===== src/rtl/key_debounce_multi.sv =====
// Multi-channel key debouncer: debounced level, press/release/long-press pulses per key.
// Auto-repeat pulses are built only when KEY_DEBOUNCE_MULTI_REPEAT_EN is defined.
module key_debounce_multi #(
   parameter int unsigned NUM_KEYS    = 32'd4,
   parameter int unsigned CLK_FREQ_HZ = 32'd50_000_000,
   parameter int unsigned DEBOUNCE_MS = 32'd20,
   parameter int unsigned LONG_MS     = 32'd1000,
   parameter int unsigned REPEAT_MS   = 32'd200,
   parameter int unsigned ACTIVE_LOW  = 32'd1
) (
   input  logic                sys_clk,
   input  logic                sys_rst_n,
   input  logic [NUM_KEYS-1:0] key_in,
   output logic [NUM_KEYS-1:0] key_state,
   output logic [NUM_KEYS-1:0] key_press,
   output logic [NUM_KEYS-1:0] key_release,
   output logic [NUM_KEYS-1:0] key_long,
   output logic [NUM_KEYS-1:0] key_repeat
);

   localparam int unsigned DB_CYC   = CLK_FREQ_HZ / 32'd1000 * DEBOUNCE_MS;
   localparam int unsigned LONG_CYC = CLK_FREQ_HZ / 32'd1000 * LONG_MS;
   localparam int unsigned REP_CYC  = CLK_FREQ_HZ / 32'd1000 * REPEAT_MS;
   localparam int unsigned MAX_DL   = (DB_CYC > LONG_CYC) ? DB_CYC : LONG_CYC;
   localparam int unsigned MAX_CYC  = (MAX_DL > REP_CYC) ? MAX_DL : REP_CYC;
   localparam int unsigned CW       = $clog2(MAX_CYC) + 32'd1;

   localparam logic [CW-1:0] ZERO   = CW'(0);
   localparam logic [CW-1:0] ONE    = CW'(1);
   localparam logic [CW-1:0] DB_C   = CW'(DB_CYC);
   localparam logic [CW-1:0] LONG_C = CW'(LONG_CYC);
`ifdef KEY_DEBOUNCE_MULTI_REPEAT_EN
   localparam logic [CW-1:0] REP_C  = CW'(REP_CYC);
`endif

   // Pin level that means "released", so a held key after reset still needs a full debounce
   localparam logic [NUM_KEYS-1:0] REL_LVL = (ACTIVE_LOW != 32'd0) ? {NUM_KEYS{1'b1}} : {NUM_KEYS{1'b0}};

   typedef enum logic [1:0] {
      IDLE       = 2'd0,
      PRESS_DB   = 2'd1,
      HELD       = 2'd2,
      RELEASE_DB = 2'd3
   } state_e;

   logic [NUM_KEYS-1:0] sync1_q;
   logic [NUM_KEYS-1:0] sync2_q;
   logic [NUM_KEYS-1:0] pressed_s;

   // Two-flop synchronizer on the raw pins
   always_ff @(posedge sys_clk or negedge sys_rst_n) begin
      if (!sys_rst_n) begin
         sync1_q <= REL_LVL;
         sync2_q <= REL_LVL;
      end else begin
         sync1_q <= key_in;
         sync2_q <= sync1_q;
      end
   end

   assign pressed_s = (ACTIVE_LOW != 32'd0) ? ~sync2_q : sync2_q;

   for (genvar g = 0; g < NUM_KEYS; g++) begin : g_ch
      state_e        state_q, state_d;
      logic [CW-1:0] cnt_q, cnt_d;
      logic [CW-1:0] hold_q, hold_d, hold_inc_s;
      logic          level_q, level_d;
      logic          press_q, press_d;
      logic          release_q, release_d;
      logic          long_q, long_d;
      logic          holding_s;

      assign holding_s  = (state_q == HELD) || (state_q == RELEASE_DB);
      assign hold_inc_s = hold_q + ONE;

      // Debounce FSM: debounce count runs only in the two *_DB states
      always_comb begin
         state_d   = state_q;
         cnt_d     = cnt_q;
         level_d   = level_q;
         press_d   = 1'b0;
         release_d = 1'b0;
         case (state_q)
            IDLE: begin
               if (pressed_s[g]) begin
                  state_d = PRESS_DB;
                  cnt_d   = DB_C;
               end else begin
                  cnt_d   = ZERO;
               end
            end
            PRESS_DB: begin
               if (!pressed_s[g]) begin
                  state_d = IDLE;
                  cnt_d   = ZERO;
               end else if (cnt_q <= ONE) begin
                  state_d = HELD;
                  cnt_d   = ZERO;
                  press_d = 1'b1;
                  level_d = 1'b1;
               end else begin
                  cnt_d   = cnt_q - ONE;
               end
            end
            HELD: begin
               if (!pressed_s[g]) begin
                  state_d = RELEASE_DB;
                  cnt_d   = DB_C;
               end else begin
                  cnt_d   = ZERO;
               end
            end
            RELEASE_DB: begin
               if (pressed_s[g]) begin
                  state_d = HELD;
                  cnt_d   = ZERO;
               end else if (cnt_q <= ONE) begin
                  state_d   = IDLE;
                  cnt_d     = ZERO;
                  release_d = 1'b1;
                  level_d   = 1'b0;
               end else begin
                  cnt_d     = cnt_q - ONE;
               end
            end
            default: begin
               state_d = IDLE;
               cnt_d   = ZERO;
               level_d = 1'b0;
            end
         endcase
      end

      // Hold counter spans HELD and RELEASE_DB and saturates at LONG_CYC
      always_comb begin
         hold_d = ZERO;
         long_d = 1'b0;
         if (holding_s) begin
            if (hold_q != LONG_C) begin
               hold_d = hold_inc_s;
               long_d = (hold_inc_s == LONG_C);
            end else begin
               hold_d = hold_q;
            end
         end else begin
            hold_d = ZERO;
         end
      end

      // Channel state and registered event outputs
      always_ff @(posedge sys_clk or negedge sys_rst_n) begin
         if (!sys_rst_n) begin
            state_q   <= IDLE;
            cnt_q     <= ZERO;
            hold_q    <= ZERO;
            level_q   <= 1'b0;
            press_q   <= 1'b0;
            release_q <= 1'b0;
            long_q    <= 1'b0;
         end else begin
            state_q   <= state_d;
            cnt_q     <= cnt_d;
            hold_q    <= hold_d;
            level_q   <= level_d;
            press_q   <= press_d;
            release_q <= release_d;
            long_q    <= long_d;
         end
      end

      assign key_state[g]   = level_q;
      assign key_press[g]   = press_q;
      assign key_release[g] = release_q;
      assign key_long[g]    = long_q;

`ifdef KEY_DEBOUNCE_MULTI_REPEAT_EN
      logic [CW-1:0] rep_q, rep_d, rep_inc_s;
      logic          rep_pulse_d, repeat_q;

      assign rep_inc_s = rep_q + ONE;

      // Repeat period counts only after the long event; the release cycle itself never repeats
      always_comb begin
         rep_d       = ZERO;
         rep_pulse_d = 1'b0;
         if (holding_s && (hold_q == LONG_C) && !release_d) begin
            if (rep_inc_s == REP_C) begin
               rep_d       = ZERO;
               rep_pulse_d = 1'b1;
            end else begin
               rep_d       = rep_inc_s;
            end
         end else begin
            rep_d = ZERO;
         end
      end

      // Repeat counter and registered repeat pulse
      always_ff @(posedge sys_clk or negedge sys_rst_n) begin
         if (!sys_rst_n) begin
            rep_q    <= ZERO;
            repeat_q <= 1'b0;
         end else begin
            rep_q    <= rep_d;
            repeat_q <= rep_pulse_d;
         end
      end

      assign key_repeat[g] = repeat_q;
`else
      assign key_repeat[g] = 1'b0;
`endif
   end

endmodule


===== config.mk =====
export PLATFORM = sky130hd
export DESIGN_NAME = key_debounce_multi
export DESIGN_NICKNAME = d
export VERILOG_FILES = /design/src/rtl/key_debounce_multi.sv
export SDC_FILE = /design/constraint.sdc
export NUM_CORES = 1
export LEC_CHECK = 0
export ABC_AREA = 1
export CORE_MARGIN = 3
export CORE_UTILIZATION = 40
export DETAILED_ROUTE_END_ITERATION = 10
export DONT_BUFFER_PORTS = 1
export SYNTH_ARGS = -nofsm -noshare
export SYNTH_HDL_FRONTEND = slang
export SYNTH_SLANG_ARGS = --single-unit

===== constraint.sdc =====
create_clock -name sys_clk -period 2.3 [get_ports sys_clk]
set_input_delay 0 -clock sys_clk [delete_from_list [all_inputs] [get_ports sys_clk]]
set_output_delay 0 -clock sys_clk [all_outputs]
set_load 0.02 [all_outputs]

==> results.md <==
* Failing checks: hold timing
* Share of cells above drive strength 1 at 7.70%
* Multi-input logic area at 6940 µm²
* Via count at 11245
* CTS Root Cell: clkbuf_16
* Crit path buffers/inverters at 1
* CP required at 2.79 ns
* H-tree levels at 1
* CP delay by family, top: simple AND/OR/NAND/NOR gates
* Top area cells in the synthesized netlist: dfrtp_1 42%, nor2_1 12%, nand2_1 10%
* Post-CTS Resized at 0
* Max incr delay on CP at 0.49 ns
* Number of global-route vias before repair at 10963
* Final Util at 44.6%
* Gpl congestion at 0.861
* Placed cell count at 2278
* CTS tree: done
* Clock sinks at 248
* Worst-path fanout max at 8
* Mapped Cells at 1854
* Die area at 37700 µm²
* Clk buf depth at 3
* Rows at 68
* Final HPWL DP at 21100 µm
* Count of pins over their slew limit at 0
* Fin crit period at 2.04 ns
* Arr. time, crit path at 2.53 ns
* Slew HR at 44.7%
* Mapped Area at 14100 µm²
* DRT Wirelength at 29500 µm
* First-pass GRT wire length at 52100 µm
* Vias/cell at 4.81
* Reg2reg start: g_ch[0].hold_q[0]$_DFFE_PN0P_
* Worst hold slack at -0.850 ns
* WP depth at 11
* Die height at 194 µm
* Worst-margin pin slew at 0.828 ns
* Number of enable flip-flop cells after synthesis at 0
* Worst-Skew Late Latency at 0.56 ns
* Period Utilization, post-route at 88.9%
* Share of the synthesized area in the top cell type at 42.4%
* CP Launch Type: flip-flop
* Pleak at 6.78 nW
* # diodes at 0
* Max IR drop VDD at 0.00103 V
* Final hold viol count at 248
* Reg-to-reg setup timing slack at 0.26 ns
* Setup TNS at 0 ns
* Hold crit path type: primary input to async pin
* GRT Util Overall at 15.9%
* Worst clock skew at 0.0179 ns
* Crit path kind: flip-flop to flip-flop
* Reg2reg end: g_ch[0].long_q$_DFF_PN0_
* Register Area at 6220 µm²
* # setup viols final at 0
* Fraction of registers with async set/reset at 100%
* Power Density at 1020 nW/µm²
* Clock-pin slew on the worst setup and hold paths at 0.06 ns
* Setup Fix Bufs, Post-CTS at 0
* RSZ-0062 raised after global routing: no
* Nets at 1887
* CTS Buf Count at 28
* CP max stage cell: dfrtp_1
* Drc violations at 0
* CTS Hold Bufs at 8
* Yosys top cell by area: dfrtp_1
* Chip Width at 194 µm
* Max Clk Rate at 489 MHz
* Initial DRC Count at 654
* Non-filler cells, final at 2338
* Unique masters post-synth at 41
* Cells on worst reg2reg path at 11
* Port bufs at 0
* Yosys warns at 0
* Max Cap Violations at 0
* Placeable Area at 34700 µm²
* Initial Util at 40.8%
* Top Ports at 26
* Crit-path cells: ha_1 -> nand3_1 -> inv_1 -> nand2_1 -> nand2_1 -> nand2_1 -> nor2_1 -> nand2_1 -> nor2_1 -> nand3_1 -> nor3_2
* Detailed Routing Iterations Pass 1 at 6
* Fillcell total at 3468
* Syn Area/Cell at 7.63 µm²
* Initial antenna violation count at 0
* Most used DFF post-synth: dfrtp_1
* Wirelength per Cell at 12.6 µm
* Syn-to-layout area delta at 9.44%
* Crit path top cell by count: nand2_1
* Largest net degree at the start of global routing at 249
* Outcome: complete, but fails checks
* GRT Residual Overflow at 0
* Seq/Total Area, Yosys at 43.9%
* Critical Path End Type: flip-flop
* #FFs+latches synth at 248
* Remaining antenna violation count at 0
==> layer usage <==
| metal | share of wire (%) | vias up | routed length [µm] | GRT usage, % |
|---|---|---|---|---|
| met5 | 0 | - | 0 | 0 |
| met4 | 2.0 | 0 | 578 | 3.35 |
| met3 | 3.5 | 40 | 1040 | 2.54 |
| met2 | 45 | 152 | 13200 | 25.6 |
| met1 | 50 | 5217 | 14700 | 22.7 |
| li1 | - | 5836 | - | - |
==> per-stage QoR <==
| step | power (mW) | hold slack (ns) | cell area [µm²] | setup slack, ns |
|---|---|---|---|---|
| final | 15.7 | -0.850 | 15500 | 0.255 |
| after detailed placement | 11.6 | -0.274 | 14500 | 0.286 |
| after CTS | 16.0 | -0.883 | 15500 | 0.289 |
| after floorplan | 10.5 | -0.296 | 14200 | 0.596 |
| after global routing | 17.1 | -0.880 | 15500 | 0.0388 |
| after global placement | 11.5 | -0.273 | 14500 | 0.323 |
==> worst reg2reg max path: cells and delay by family, from the launching register on <==
family                   cells  cell delay [ns]
adder cells (fa/ha/maj)      1             0.27
buffers and inverters        1             0.22
flip-flops                   1             0.49
AND/OR/NAND/NOR              9             0.99
==> registers in the layout, summed over array words and instances, names as in the netlist, named ones only <==
name / count
g_ch.cnt_q: 108
g_ch.hold_q: 108
g_ch.level_q: 4
g_ch.long_q: 4
g_ch.press_q: 4
g_ch.release_q: 4
g_ch.state_q: 4
sync1_q: 4
sync2_q: 4
==> final cells by class <==
class | instances | area share (%)
repair buffers | 13 | 0.840
inverters | 197 | 4.78
clock inverters | 12 | 0.558
multi-input cells | 1373 | 44.8
well taps | 455 | 3.68
flip-flops and latches | 248 | 40.1
clock buffers | 40 | 5.20
==> cells by family (layout without fill, tap and decap cells) <==
kind of cell	after synthesis	after routing	synth area share [%]
AND/OR/NAND/NOR	1114	1114	35.2
AO/OA/AOI/OAI	106	106	3.94
buffers and inverters	236	262	7.12
other	1	4	0.0265
adder cells (fa/ha/maj)	20	20	1.77
XOR/XNOR	129	129	7.99
flip-flops	248	248	43.9
==> worst max path at each step <==
stage | start | endpoint | slack (ns)
global route | g_ch[0].hold_q[0]$_DFFE_PN0P_ | g_ch[0].long_q$_DFF_PN0_ | 0.04
CTS | g_ch[0].hold_q[0]$_DFFE_PN0P_ | g_ch[0].long_q$_DFF_PN0_ | 0.29
detailed placement | g_ch[1].cnt_q[0]$_DFF_PN0_ | g_ch[1].cnt_q[17]$_DFF_PN0_ | 0.29
floorplan | g_ch[0].cnt_q[0]$_DFF_PN0_ | g_ch[0].cnt_q[26]$_DFF_PN0_ | 0.60
finish | g_ch[0].hold_q[0]$_DFFE_PN0P_ | g_ch[0].long_q$_DFF_PN0_ | 0.26
global placement | g_ch[0].hold_q[0]$_DFFE_PN0P_ | g_ch[0].long_q$_DFF_PN0_ | 0.32
==> cells in the mapped netlist (20+ instances only) <==
master and number:
a21oi_1 41, buf_4 24, dfrtp_1 240, ha_1 20, inv_1 190, nand2_1 382, nand3_1 101, nand4_1 49
nor2_1 436, nor2_2 26, nor3_1 37, o21ai_0 45, xnor2_1 41, xor2_1 88
==> placed cells by master, fill, tap and decap left out, types with 3 or more instances in the layout <==
cell / Yosys / final
a21oi_1: 41 / 41
buf_4: 24 / 4
clkbuf_1: 8 / 6
clkbuf_16: 0 / 28
clkbuf_8: 0 / 6
clkinv_2: 0 / 6
clkinvlp_4: 0 / 3
conb_1: 1 / 4
dfrtp_1: 240 / 240
dfstp_2: 8 / 8
dlygate4sd3_1: 0 / 8
ha_1: 20 / 20
inv_1: 190 / 190
inv_2: 5 / 5
nand2_1: 382 / 382
nand2_2: 9 / 9
nand2_4: 3 / 3
nand3_1: 101 / 101
nand3_2: 10 / 10
nand3b_1: 13 / 13
nand4_1: 49 / 49
nand4_4: 3 / 3
nor2_1: 436 / 436
nor2_2: 26 / 26
nor2_4: 17 / 17
nor3_1: 37 / 37
nor3_2: 5 / 5
nor4_1: 8 / 8
o21ai_0: 45 / 45
o21ai_1: 10 / 10
o21bai_1: 7 / 7
or2_1: 3 / 3
or2_2: 5 / 5
xnor2_1: 41 / 41
xor2_1: 88 / 88
==> power breakdown <==
part | internal [mW] | switching [mW]
logic | 2.02 | 3.55
registers | 5.11 | 0.811
clock network | 2.44 | 1.79
No activity file was read; power rests on OpenSTA's default activity.
